==> config.mk <==
export PLATFORM = sky130hd
export DESIGN_NAME = hazard_sched_ctrl
export DESIGN_NICKNAME = d
export VERILOG_FILES = /design/src/rtl/hazard_sched_ctrl.sv
export SDC_FILE = /design/constraint.sdc
export NUM_CORES = 1
export LEC_CHECK = 0
export BUFFER_PORTS_ARGS = -buffer_cell sky130_fd_sc_hd__buf_2
export CAP_MARGIN = 20
export CORE_AREA = 8 8 59 61
export CTS_BUF_LIST = sky130_fd_sc_hd__clkbuf_16
export DETAILED_ROUTE_END_ITERATION = 16
export DIE_AREA = 0 0 67 69
export PLACE_DENSITY = 0.86
export RECOVER_POWER = 100
export SYNTH_ARGS = -nofsm -noshare
export SYNTH_HDL_FRONTEND = slang
export SYNTH_SLANG_ARGS = --single-unit
==> constraint.sdc <==
create_clock -name CLK -period 2.1 [get_ports CLK]
set_input_delay 0.42 -clock CLK [delete_from_list [all_inputs] [get_ports CLK]]
set_output_delay 0.42 -clock CLK [all_outputs]
set_load 0.005 [all_outputs]
==> src/rtl/hazard_sched_ctrl.sv <==
// Hazard and stall scheduler for the 5-stage core: forwarding selects, load-use
// and branch-compare interlocks, MDU occupancy sequencing and data-memory freeze.
module hazard_sched_ctrl #(
  parameter int MDU_LAT = 4
) (
  input  logic       CLK,
  input  logic       rst,
  input  logic [4:0] RsD,
  input  logic [4:0] RtD,
  input  logic [4:0] RsE,
  input  logic [4:0] RtE,
  input  logic [4:0] WriteRegE,
  input  logic [4:0] WriteRegM,
  input  logic [4:0] WriteRegW,
  input  logic       RegWriteE,
  input  logic       RegWriteM,
  input  logic       RegWriteW,
  input  logic       MemtoRegE,
  input  logic       MemtoRegM,
  input  logic       BranchD,
  input  logic       PCSrcD,
  input  logic       JumpD,
  input  logic       MduOpE,
  input  logic       MemAccessM,
  input  logic       dmem_ready,
  output logic       StallF,
  output logic       StallD,
  output logic       StallE,
  output logic       StallM,
  output logic       FlushD,
  output logic       FlushE,
  output logic       FlushM,
  output logic       FlushW,
  output logic [1:0] ForwardAE,
  output logic [1:0] ForwardBE,
  output logic       ForwardAD,
  output logic       ForwardBD,
  output logic       MduStart,
  output logic       MduBusy
);

  typedef enum logic {
    RUN = 1'b0,
    MDU = 1'b1
  } state_t;

  // The counter is loaded so that it reaches zero in the last MDU cycle.
  localparam logic [3:0] CNT_LOAD = 4'(MDU_LAT - 1);

  state_t     state_q, state_d;
  logic [3:0] cnt_q, cnt_d;
  logic       lwstall, brstall, memwait, mdustall;

  // Execute-stage operand select: M result has priority over W result.
  function automatic logic [1:0] fwd_exec(input logic [4:0] src,
                                          input logic       wr_m,
                                          input logic [4:0] dst_m,
                                          input logic       wr_w,
                                          input logic [4:0] dst_w);
    if (src != 5'd0 && wr_m && dst_m == src)      return 2'b10;
    else if (src != 5'd0 && wr_w && dst_w == src) return 2'b01;
    else                                          return 2'b00;
  endfunction

  function automatic logic hits_decode(input logic [4:0] dst,
                                       input logic [4:0] rs,
                                       input logic [4:0] rt);
    return (dst == rs) || (dst == rt);
  endfunction

  assign ForwardAE = fwd_exec(RsE, RegWriteM, WriteRegM, RegWriteW, WriteRegW);
  assign ForwardBE = fwd_exec(RtE, RegWriteM, WriteRegM, RegWriteW, WriteRegW);
  assign ForwardAD = (RsD != 5'd0) && RegWriteM && (WriteRegM == RsD);
  assign ForwardBD = (RtD != 5'd0) && RegWriteM && (WriteRegM == RtD);

  assign lwstall = MemtoRegE && hits_decode(RtE, RsD, RtD);
  assign brstall = BranchD &&
                   ((RegWriteE && hits_decode(WriteRegE, RsD, RtD)) ||
                    (MemtoRegM && hits_decode(WriteRegM, RsD, RtD)));
  assign memwait = MemAccessM && !dmem_ready;

  // NOTE: state registers use non-blocking assignments so every flop samples
  // pre-edge values; blocking here would create order-dependent races.
  always_ff @(posedge CLK or negedge rst) begin
    if (!rst) begin
      state_q <= RUN;
      cnt_q   <= 4'd0;
    end else begin
      state_q <= state_d;
      cnt_q   <= cnt_d;
    end
  end

  // NOTE: every combinational output is given a default before the case so
  // no path leaves it unassigned, which would otherwise infer a latch.
  always_comb begin
    state_d  = state_q;
    cnt_d    = cnt_q;
    MduStart = 1'b0;
    mdustall = 1'b0;
    unique case (state_q)
      RUN: begin
        // A launch blocked by a memory wait is simply retried next cycle.
        if (MduOpE && !memwait) begin
          MduStart = 1'b1;
          mdustall = 1'b1;
          cnt_d    = CNT_LOAD;
          state_d  = MDU;
        end
      end
      MDU: begin
        mdustall = (cnt_q != 4'd0);
        if (memwait) begin
          cnt_d = cnt_q;
        end else if (cnt_q != 4'd0) begin
          cnt_d = cnt_q - 4'd1;
        end else begin
          state_d = RUN;
        end
      end
      default: begin
        state_d = RUN;
        cnt_d   = 4'd0;
      end
    endcase
  end

  assign MduBusy = (state_q == MDU);

  // Memory wait freezes M and everything behind it; nothing is flushed.
  assign StallM = memwait;
  assign FlushW = memwait;
  assign StallE = memwait || mdustall;
  assign FlushM = mdustall && !memwait;
  assign StallD = StallE || lwstall || brstall;
  assign StallF = StallD;
  assign FlushE = (lwstall || brstall) && !StallE;
  assign FlushD = (PCSrcD || JumpD) && !StallD;

endmodule

==> results.txt <==
The synthesized net count came out at between 150 and 200. The total of flip-flops plus latches after synthesis is 5. The number of nets in the layout is 251. The die covers around 4600 µm². The data required time at the worst endpoint is roughly 1.7 ns. The actual slew at the worst max-slew pin is 0.5086 ns.

The final antenna diode count is 0. The later-pin clock latency in the skew report is approximately 0.22 ns. Among all flip-flop cells after synthesis, the most frequent one is dfrtp_1. The sum of net half-perimeters after detailed placement is 2789 µm.

Summing all placed instances gives a cell area of 1379 µm². The number of port buffers is 63. The count of flip-flops with a built-in enable after synthesis is 0. Traced cell by cell, the critical path runs through buf_6, or4_4, nor2_4, nor4_1, nor4_2, buf_2. In this run the number of H-tree levels came out at 1. The post-layout instance count excluding filler cells is about 230. Headroom to the max-slew limit came out at approximately two thirds. The number of hold violations in the final report is 0.

The die is 69 µm tall. The power per standard cell area came out at between 600 and 700 nW/µm². The total power after layout is around 0.98 mW. The final number of max-transition violations came out at 0. The worst clock skew on the final layout is 0.001126 ns.

The number of buffers on the longest clock path came out at 2. The library cells used most frequently in the layout, excluding fill and tap cells, are 58 x buf_2, 32 x xnor2_1, 20 x xor2_1. The starting utilization of the core area is 39.52%. The count of unresolved DRC violations after routing is 0. The clock input transition at the sequential cells of the worst setup and hold paths came out at around 0.030 ns. The critical path is of the in -> out type. The worst setup path is captured at an output pin. Of all nets on the critical path, the largest fanout is 2. The total clock buffers created by CTS is 3. The congestion estimate from routability-driven global placement came to 0.9285. The number of different library cells in the post-synthesis netlist came out at 31. The number of core rows is 19. Synthesis produced roughly 130 cells. The sequential area share after synthesis came out at about an eighth. In the finished design, the share of the clock period the worst path needs comes to just under 100%. The reported max-cap violation count is 0. For the worst setup path, the data arrival time is ~1.7 ns. The timing-limited maximum frequency is between 400 and 500 MHz. Entering global routing, the biggest net connects 9 pins.

The cell class contributing the biggest share of worst-path delay is simple AND/OR/NAND/NOR gates. TritonCTS built the clock tree. The mean number of vias per cell came out at approximately 5. The post-route netlist has 41.29% of its cells at a drive strength greater than 1. The worst setup path is launched from an input port. Of all flip-flops after synthesis, the portion carrying an async set or reset was 100.0%.

The die is approximately 67 µm wide. The min-delay analysis places its worst path in the category in -> async. The number of sinks driven by the clock tree came out at 5. The average footprint of a synthesized cell came out at around 7.7 µm².

The critical path startpoint is RsE[2]. The first global-routing pass estimated between 5000 and 6000 µm of wire. The count of TritonRoute iterations in the first routing pass came out at 4. The number of DRC violations after detailed-routing iteration 0 is 26.

The utilization of the core after routing is between 50% and 60%. In this run the critical register-to-register path is launched from cnt_q[0]. The slowest stage of the critical path belongs to the cell or4_4. The netlist area before placement came out at just over 1000 µm².

The post-layout minimum cycle time came out at ~2.1 ns. Summing over every cut layer, the via total after detailed routing is 1175. The run finished with clean final reports. In this run the count of I/O pins placed on the die edge is 64. The core region is 2615 µm². The critical path's largest stage delay came out at 0.53 ns. In this run the static leakage power is 0.6815 nW.

The average routed wire per standard cell came out at 14.23 µm. The count of placed standard cells including taps came out at around 230. The residual antenna-violating net count after detailed routing came out at 0. Setup violations remaining at the end of the flow were counted as 0. The layout overhead on the synthesized area is 47.58%.

The Yosys step of the flow raised 0 warnings. Across all hold checks on the routed design, the worst slack comes to ~0.032 ns. Global routing consumed, over all layers together, 13.51% of the routing resources. Leaving out fill and tap cells, the most frequent cell in the layout is buf_2. The number of global-route vias before repair came out at 1228. The total congestion overflow after global routing is 0. IR analysis of the VDD net gives a maximum drop of 0.5032 mV. The initial antenna violation count came out at 0. The sum of routed wire length over all layers is ~3300 µm. The cell sitting at the root of the clock tree is a clkbuf_16.

The worst path buffer plus inverter count is 2. The post-route cell area came out at 1525 µm².
-- final timing paths --
path | depth (start not counted) | endpoint | slack, ns
max reg2reg | 7 | cnt_q[2] | 0.54
min in group CLK | 3 | MduBusy | 0.52
max in group asynchronous | 1 | cnt_q[1] | 1.87
min reg2reg | 2 | cnt_q[1] | 0.58
max | 6 | ForwardAE[0] | 0.02
min | 1 | MduBusy | 0.03
-- routing by layer --
layer | up-vias | global-route usage, % | share of wire [%]
li1 | 592 | - | -
met1 | 546 | 14.78 | 38
met2 | 35 | 24.26 | 53
met3 | 2 | 2.585 | 7.5
met4 | 0 | 5.116 | 0.82
met5 | - | 0 | 0
-- flip-flops by register name (all words and copies together), names as in the netlist --
name	cells
MduBusy	1
cnt_q	4
-- area by class of cell --
cell class,count,area (µm²)
repair buffers,70,370.4
fillers,248,1090
flip-flops and latches,5,125.1
clock buffers,3,75.07
clock inverters,1,3.754
multi-input cells,119,900.9
well taps,31,38.79
inverters,3,11.26
-- where the power goes --
part | leakage, nW | switching, mW | internal, mW
combinational | 0.583 | 0.244 | 0.242
sequential | 0.0565 | 0.0505 | 0.146
clock | 0.0423 | 0.0555 | 0.246
-- cells in the mapped netlist (2+ instances only) --
library cell | n | area (µm²)
o21ai_0 | 3 | 15.01
buf_4 | 2 | 15.01
nand3_1 | 2 | 10.01
nand2_1 | 9 | 33.78
buf_2 | 4 | 20.02
xnor2_1 | 32 | 280.3
dfrtp_1 | 5 | 125.1
and3_1 | 3 | 18.77
nor4_2 | 2 | 25.02
a31oi_1 | 2 | 12.51
nor4_1 | 2 | 12.51
nor3_1 | 6 | 30.03
xor2_1 | 20 | 175.2
inv_1 | 3 | 11.26
nor2_1 | 14 | 52.55
nand4_1 | 6 | 37.54
or4_1 | 3 | 22.52
a21oi_1 | 3 | 15.01
-- per-stage QoR --
stage          setup TNS (ns)  worst slack, ns
6_report                    0          0.01841
3_5_place_dp         -0.02302         -0.02302
2_1_floorplan               0           0.1545
4_1_cts                     0         0.004347
3_3_place_gp                0          0.06256
5_1_grt              -0.02864         -0.02705
-- timing repair --
| item | 4_1_cts | 5_1_grt |
|---|---|---|
| endpoints found under the setup margin | 2 | 6 |
| endpoints found under the hold margin | 0 | 0 |
| hold buffers | 0 | 0 |
| buffers inserted | 0 | 2 |
| pin swaps | 0 | 8 |
| gates resized for setup | 2 | 14 |
-- cells by family (layout without fill, tap and decap cells) --
kind of cell,count (synthesis),count (layout),synth area share (%)
buf+inv,10,77,5.569
compound gates,12,12,7.142
flops,5,5,12.11
fa+ha+maj,1,1,1.210
xor+xnor,52,52,44.07
simple gates,54,54,29.90
No activity file was read; power rests on OpenSTA's default activity.
